===== config.mk =====
export PLATFORM = sky130hd
export DESIGN_NAME = prio_encoder_drain_flat
export DESIGN_NICKNAME = d
export VERILOG_FILES = /design/src/rtl/encoder_pkg.sv /design/src/rtl/prio_encoder_drain_if.sv /design/src/rtl/prio_enc_comb.sv /design/src/rtl/prio_encoder_drain.sv /design/src/flat_wrapper.sv
export SDC_FILE = /design/constraint.sdc
export NUM_CORES = 1
export LEC_CHECK = 0
export CAP_MARGIN = 0
export CORE_AREA = 2 2 41 43
export CTS_CLUSTER_DIAMETER = 150
export DETAILED_ROUTE_END_ITERATION = 10
export DIE_AREA = 0 0 43 45
export HOLD_SLACK_MARGIN = 0.03
export PLACE_DENSITY = 0.72
export REMOVE_ABC_BUFFERS = 1
export SYNTH_ARGS = -nofsm -noshare
export SYNTH_HDL_FRONTEND = slang
export SYNTH_SLANG_ARGS = --single-unit

===== constraint.sdc =====
create_clock -name clk -period 2.2 [get_ports clk]
set_clock_uncertainty 0.1 [all_clocks]
set_input_delay 0.44 -clock clk [delete_from_list [all_inputs] [get_ports clk]]
set_output_delay 0.44 -clock clk [all_outputs]
set_load 0.01 [all_outputs]

===== src/rtl/encoder_pkg.sv =====
// Shared types and helpers for the draining priority encoder.
// Helpers work on a fixed-width vector so one package serves every N up to MAX_N.
package encoder_pkg;

    typedef enum logic [0:0] {
        IDLE  = 1'b0,
        DRAIN = 1'b1
    } state_t;

    localparam int MAX_N = 64;
    localparam int MAX_W = 6;

    typedef logic [MAX_N-1:0] vec_t;

    // Priority index among the low n bits: dir=1 picks the highest set bit,
    // dir=0 the lowest. Returns 0 for an empty vector; callers truncate to W.
    function automatic int unsigned prio_idx(input vec_t vec, input logic dir,
                                             input int unsigned n);
        int unsigned p;
        int unsigned j;
        p = 0;
        for (int unsigned i = 0; i < MAX_N; i++) begin
            j = dir ? i : (MAX_N - 1 - i);
            if (j < n && vec[j[MAX_W-1:0]]) begin
                p = j;
            end
        end
        return p;
    endfunction

    function automatic logic popcount_le1(input vec_t vec);
        return (vec & (vec - vec_t'(1))) == '0;
    endfunction

endpackage


===== src/rtl/prio_encoder_drain_if.sv =====
// Request-vector input stream and index output stream of the draining encoder.
interface prio_encoder_drain_if #(parameter int N = 4);

    localparam int W = $clog2(N);

    logic [N-1:0] req;
    logic         msb_first;
    logic         req_valid;
    logic         req_ready;
    logic [W-1:0] idx;
    logic         none;
    logic         last;
    logic         idx_valid;
    logic         idx_ready;

    modport master (
        output req, msb_first, req_valid, idx_ready,
        input  req_ready, idx, none, last, idx_valid
    );

    modport slave (
        input  req, msb_first, req_valid, idx_ready,
        output req_ready, idx, none, last, idx_valid
    );

endinterface


===== src/rtl/prio_enc_comb.sv =====
// Purely combinational N-input priority encoder with selectable direction.
module prio_enc_comb
    import encoder_pkg::*;
#(
    parameter  int N = 4,
    localparam int W = $clog2(N)
) (
    input  logic [N-1:0] vec,
    input  logic         dir,
    output logic [W-1:0] idx,
    output logic         any
);

    assign idx = W'(prio_idx(vec_t'(vec), dir, N));
    assign any = |vec;

endmodule


===== src/rtl/prio_encoder_drain.sv =====
// Captures a request vector and streams out the index of every set bit,
// one per beat, in the priority order selected at accept time.
module prio_encoder_drain
    import encoder_pkg::*;
#(
    parameter int N = 4
) (
    input logic                 clk,
    input logic                 rst,
    prio_encoder_drain_if.slave bus
);

    localparam int W = $clog2(N);

    state_t       state_reg, state_next;
    logic [N-1:0] pending_reg, pending_next;
    logic         dir_reg, dir_next;
    logic [W-1:0] idx_reg, idx_next;
    logic         none_reg, none_next;
    logic         last_reg, last_next;
    logic         valid_reg, valid_next;

    logic [N-1:0] enc_vec;
    logic         enc_dir;
    logic [W-1:0] enc_idx;
    logic         enc_any;
    logic [N-1:0] bit_mask;
    logic         accept;
    logic         advance;

    // One shared encoder: it looks at the fresh request while idle and at the
    // remaining pending bits while draining.
    assign enc_vec  = (state_reg == IDLE) ? bus.req : pending_reg;
    assign enc_dir  = (state_reg == IDLE) ? bus.msb_first : dir_reg;
    assign bit_mask = {{(N-1){1'b0}}, 1'b1} << enc_idx;

    prio_enc_comb #(.N(N)) u_enc (
        .vec (enc_vec),
        .dir (enc_dir),
        .idx (enc_idx),
        .any (enc_any)
    );

    assign accept  = (state_reg == IDLE) && bus.req_valid;
    assign advance = (state_reg == DRAIN) && valid_reg && bus.idx_ready;

    always_ff @(posedge clk or posedge rst) begin
        if (rst) begin
            state_reg   <= IDLE;
            pending_reg <= '0;
            dir_reg     <= 1'b1;
            idx_reg     <= '0;
            none_reg    <= 1'b0;
            last_reg    <= 1'b0;
            valid_reg   <= 1'b0;
        end else begin
            state_reg   <= state_next;
            pending_reg <= pending_next;
            dir_reg     <= dir_next;
            idx_reg     <= idx_next;
            none_reg    <= none_next;
            last_reg    <= last_next;
            valid_reg   <= valid_next;
        end
    end

    always_comb begin
        state_next = state_reg;
        case (state_reg)
            IDLE:    if (bus.req_valid) state_next = DRAIN;
            DRAIN:   if (advance && last_reg) state_next = IDLE;
            default: state_next = IDLE;
        endcase
    end

    always_comb begin
        pending_next = pending_reg;
        dir_next     = dir_reg;
        idx_next     = idx_reg;
        none_next    = none_reg;
        last_next    = last_reg;
        valid_next   = valid_reg;
        if (accept) begin
            idx_next     = enc_idx;
            pending_next = bus.req & ~bit_mask;
            dir_next     = bus.msb_first;
            none_next    = !enc_any;
            last_next    = popcount_le1(vec_t'(bus.req));
            valid_next   = 1'b1;
        end else if (advance) begin
            if (last_reg) begin
                valid_next = 1'b0;
                none_next  = 1'b0;
                last_next  = 1'b0;
            end else begin
                // pending still holds the bit being emitted now, so a single
                // remaining bit means this beat is the final one.
                idx_next     = enc_idx;
                pending_next = pending_reg & ~bit_mask;
                last_next    = popcount_le1(vec_t'(pending_reg));
            end
        end
    end

    always_comb begin
        bus.req_ready = (state_reg == IDLE);
        bus.idx       = idx_reg;
        bus.none      = none_reg;
        bus.last      = last_reg;
        bus.idx_valid = valid_reg;
    end

endmodule


===== src/flat_wrapper.sv =====
// flat-port wrapper written by rule: the top's interface ports become plain ports
module prio_encoder_drain_flat import encoder_pkg::*;
#(
    parameter int N = 4
)
  (clk, rst, bus_req, bus_msb_first, bus_req_valid, bus_idx_ready, bus_req_ready, bus_idx, bus_none, bus_last, bus_idx_valid);
  prio_encoder_drain_if #(.N(N)) bus_i ();
  input logic clk;
  input logic rst;
  input wire logic [$bits(bus_i.req)-1:0] bus_req;
  input wire logic [$bits(bus_i.msb_first)-1:0] bus_msb_first;
  input wire logic [$bits(bus_i.req_valid)-1:0] bus_req_valid;
  input wire logic [$bits(bus_i.idx_ready)-1:0] bus_idx_ready;
  output wire logic [$bits(bus_i.req_ready)-1:0] bus_req_ready;
  output wire logic [$bits(bus_i.idx)-1:0] bus_idx;
  output wire logic [$bits(bus_i.none)-1:0] bus_none;
  output wire logic [$bits(bus_i.last)-1:0] bus_last;
  output wire logic [$bits(bus_i.idx_valid)-1:0] bus_idx_valid;
  assign bus_i.req = bus_req;
  assign bus_i.msb_first = bus_msb_first;
  assign bus_i.req_valid = bus_req_valid;
  assign bus_i.idx_ready = bus_idx_ready;
  assign bus_req_ready = bus_i.req_ready;
  assign bus_idx = bus_i.idx;
  assign bus_none = bus_i.none;
  assign bus_last = bus_i.last;
  assign bus_idx_valid = bus_i.idx_valid;
  prio_encoder_drain #(.N(N)) u_core (.clk(clk), .rst(rst), .bus(bus_i));
endmodule

# Yosys cells after proc, flatten, opt, wreduce, memory -nomap -nowiden
# Index checks and enable logic that the tools add are counted.
[totals] register_bits=11 in_bits=9 output_inout_bits=6 wordCells=495
[op_classes] addsub=2 n_lt_le_gt_ge=128 eq_ne=1 n_shift=1 muxes=274 bitwise_logic=6 n_reduce_logical=76
[ops] op="$lt 6x7->1 const B" n=64
[ops] op="$bmux 1 s6" n=64
[ops] op="$lt 6x3->1 const B" n=64
[ops] op="$mux 6" n=64
[ops] op="$mux 2" n=67
[ops] op="$and 4x64->64" n=2
[ops] op="$logic_not 64->1" n=2
[ops] op="$mux 1" n=74
[ops] op="$logic_and 1x1->1" n=68
[ops] op="$mux 4" n=4
[ops] op="$sub 4x1->5 const B" n=2
[ops] op="$and 4x4->4" n=2
[ops] op="$not 4->4" n=1
[ops] op="$reduce_and 2->1" n=2
[ops] op="$reduce_bool 2->1" n=2
[ops] op="$reduce_or 4->1" n=1
[ops] op="$shl 1x2->4 const A" n=1
[ops] op="$ne 2x2->1 const B" n=1
[ops] op="$pmux 1 s2" n=1
[ops] op="$logic_not 1->1" n=1
[ops] op="$not 1->1" n=1

# Logic depth before layout (Yosys ltp)
[depth] ltp_word=75 mapped_depth=6 ltp_nobuf=5

# Cells and area by module
# Synthesis repeated with hierarchy kept, for this count alone.
[hier_totals] cells_unflattened=70 area_unflattened_um2=694.4
[modules_own_cells] mod="prio_encoder_drain" n_inst=1 cells_each=62 area_per_inst_um2=640.6 seq_area_each_um2=276.5
[modules_own_cells] mod="prio_enc_comb" n_inst=1 cells_each=8 area_per_inst_um2=53.8 seq_area_each_um2=0.0

# Worst setup path before layout
# No wires, ideal clock.
[synth_path] kind="flip-flop to flip-flop" from="reg u_core.state_reg" to="reg u_core.pending_reg[0]" setup_ns=0.128 arrival_ns=1.401 required_time_ns=1.972 path_slack_ns=0.572 path_stages_with_launch=7 n_path_buf=1 period_less_slack_ns=1.628 path_cell_list="dfrtp_1 > buf_6 > mux2i_2 > o21ai_1 > and3_4 > a311oi_1 > nor3_1"
[synth_via] elab_chain_len=75 elab_cells_between_ends=400 cone_classes="order compare: 64; eq/ne: 1; shift: 1; mux: 261; bitwise: 4; reduce/logical: 69"
[synth_lines] element="from (decl)" line="prio_encoder_drain.sv:15" rtl="state_t state_reg, state_next;"
[synth_lines] element="from (signal assigned)" line="prio_encoder_drain.sv:57" rtl="state_reg <= state_next;"
[synth_lines] element="$mux 1" line="prio_encoder_drain.sv:34" rtl="assign enc_dir = (state_reg == IDLE) ? bus.msb_first : dir_reg;"
[synth_lines] element="$mux 6" line="encoder_pkg.sv:23" rtl="j = dir ? i : (MAX_N - 1 - i);"
[synth_lines] element="$bmux 1 s6" line="encoder_pkg.sv:24" rtl="if (j < n && vec[j[MAX_W-1:0]]) begin"
[synth_lines] element="$mux 1 (implied by the code)" line="encoder_pkg.sv:24"
[synth_lines] element="$logic_and 1x1->1" line="encoder_pkg.sv:24"
[synth_lines] element="$mux 2 (64 in a row)" line="encoder_pkg.sv:24"
[synth_lines] element="$shl 1x2->4" line="prio_encoder_drain.sv:35" rtl="assign bit_mask = {{(N-1){1'b0}}, 1'b1} << enc_idx;"
[synth_lines] element="$not 4->4" line="prio_encoder_drain.sv:85, prio_encoder_drain.sv:99"
[synth_lines] element="$and 4x4->4" line="prio_encoder_drain.sv:99" rtl="pending_next = pending_reg & ~bit_mask;"
[synth_lines] element="$mux 4" line="prio_encoder_drain.sv:91" rtl="if (last_reg) begin"
[synth_lines] element="$mux 4" line="prio_encoder_drain.sv:90" rtl="end else if (advance) begin"
[synth_lines] element="$mux 4" line="prio_encoder_drain.sv:83" rtl="if (accept) begin"
[synth_lines] element="to (signal assigned)" line="prio_encoder_drain.sv:58" rtl="pending_reg <= pending_next;"
[synth_lines] element="to (decl)" line="prio_encoder_drain.sv:16" rtl="logic [N-1:0] pending_reg, pending_next;"
# Parallel ways exist; a longest one is shown, timed or not. The select of a mux whose other input is x is not followed.
# A chain may end at the register's enable or synchronous reset.

# Final worst setup path
[layout_path] from="reg u_core.state_reg" to="out bus_req_ready"
[layout_via] elab_chain_len=1
[layout_lines] element="$not 1->1"
[layout_lines] element="to (decl)" line="flat_wrapper.sv:14" rtl="output wire logic [$bits(bus_i.req_ready)-1:0] bus_req_ready;"
# Every way passes these cells.

==> out/results.ini <==
[clock_tree]
cts_tree=built
cts_buffers=3
postCtsSetupBuffers=0
clk_path_buf_depth=2
clkTransAtPathRegs_ns=0.07
insertion_delay_ns=0.27
hold_buffers=0
cts_sinks=11
cts-root-buf=clkbuf_4
cts.repair.resized=0
cts_max_level=1

[power_and_ir_drop]
vdd_drop_max_uv=864
leakage_uw=0.000403
finalPower_uw=1210
powerDensity_mw_per_mm2=1380

[logic_synthesis]
synth_area_per_cell_um2=8.84
ys_seq_area_frac=0.406
ys.flop_type=dfrtp_1
yosysWarnings=0
ys_ff_latch=11
synth_edf_count=0
netlist_area_um2=681
async_flop_share=1.00
syn_inst=77
yosys.cell_types.count=26

[final_layout]
final_cell_mix=clkdlybuf4s50_1 (14), nand2_1 (11), dfrtp_1 (10), nor2_1 (9), mux2i_1 (5)
largest_reg_flops=4
area_delta_synth_final_pct=28.9
n_antenna_cell=0
n_fill_cell=131
fin_nets=106
drive_above_1_share=0.146
final_common_cell=clkdlybuf4s50_1

[place]
place_hpwl_um=1210
finalWeightedCongestion=0.920
io_buffers=14

[routing]
routed_wl_um=1610
drc=0
viasPerCell=5.71
drt_first_pass_iters=5
postRouteAntennaNets=0
drt_iter0_drc=9
post_drt_wl_per_cell_um=14.4
vias=640

[floorplanning]
ios=15
die_area_mm2=0.00194
die_h_um=45
core.rowCount=14
coreArea_mm2=0.00147
die_w_um=43
start_util=0.463

[run_status]
outcome=finished, final reports clean

[sta]
post-route-period-util=0.915
finalSetupViolCount=0
maxSlewHeadroom=0.685
hold_violations=0
fin_crit_ns=2.01
holdWs_ns=0.369
rsz0062_at_grt=false
worst_pin_slew_ns=0.473
timing.fmax_mhz=497
maxSlewViolCount=0
setup_tns_ns=0

[global_routing]
grt_usage=0.195
overflow=0
grt_max_degree=14
grt_pass1_vias=605
grt_pass1_wl_um=2730
grt_antenna_before_repair=0

[worst_setup_path]
r2r_setup_slack_ns=0.22
critical_path_class=register to output pin
cp.arrival_ns=1.47
crit_fanout=13
critPathCaptureType=output pin
worstReg2RegEnd=u_core.pending_reg[0]
r2r_start=u_core.state_reg
required_ns=1.66
r2r_cells=5
cp-start-kind=register

[job]
maxCapViolCount=0

[worst_hold_path]
hold_class=primary input to async pin

[synth_stat cells, drive strengths merged, types with 3 or more instances]
master | instances | area, um^2
inv | 3 | 11.3
dfrtp | 10 | 250
mux2i | 6 | 63.8
nand2 | 11 | 41.3
nand3 | 4 | 20.0
nor2 | 9 | 33.8
a21oi | 4 | 20.0
nor3 | 4 | 20.0
o21ai | 7 | 35.0
[critical path: stages, from the launching register on]
cell and delay, ns:
dfrtp_1 0.64, inv_1 0.07, clkdlybuf4s50_1 0.49
[per-layer routing]
metal,wire [um],track usage,up-vias
li1,-,-,314
met1,774,0.258,301
met2,718,0.300,19
met3,72,0.0400,6
met4,45,0.109,0
met5,0,0,-
[through the flow]
step	util	area, um^2	instances	setup WS [ns]
after CTS	0.596	877	112	0.170
after global routing	0.596	877	112	0.0571
after detailed placement	0.578	851	108	0.0896
after floorplan	-	661	74	0.434
after global placement	0.578	851	108	0.0896
final	0.596	877	112	0.187
[how the worst max path moves through the flow]
stage	from	endpoint	slack, ns	cells past startpoint
4_1_cts	u_core.state_reg	bus_req_ready	0.17	2
6_report	u_core.state_reg	bus_req_ready	0.19	2
3_3_place_gp	bus_req[3]	u_core.pending_reg[0]	0.09	6
3_5_place_dp	bus_req[2]	u_core.pending_reg[0]	0.09	6
5_1_grt	u_core.state_reg	u_core.pending_reg[0]	0.06	5
2_1_floorplan	u_core.state_reg	u_core.pending_reg[3]	0.43	5
[area by class of cell]
| cell class | count | area, um^2 | share of cell area |
|---|---|---|---|
| well taps | 16 | 20.0 | 0.0228 |
| multi-input cells | 60 | 373 | 0.425 |
| repair buffers | 18 | 170 | 0.194 |
| clock buffers | 4 | 26.3 | 0.0300 |
| flip-flops and latches | 11 | 277 | 0.315 |
| inverters | 3 | 11.3 | 0.0128 |
[power breakdown]
part / switching (uW) / internal [uW] / total (uW)
combinational: 329 / 339 / 668
sequential: 108 / 299 / 407
clock: 69.3 / 70.3 / 140
total: 506 / 708 / 1210
[kinds of logic after synthesis]
family	after synthesis	share of synthesized area
AOI/OAI and AO/OA	17	0.162
adders and majority gates	2	0.0294
muxes	8	0.127
and+or+nand+nor	33	0.230
buffers and inverters	6	0.0459
DFF	11	0.406
No activity file was read; power rests on OpenSTA's default activity.
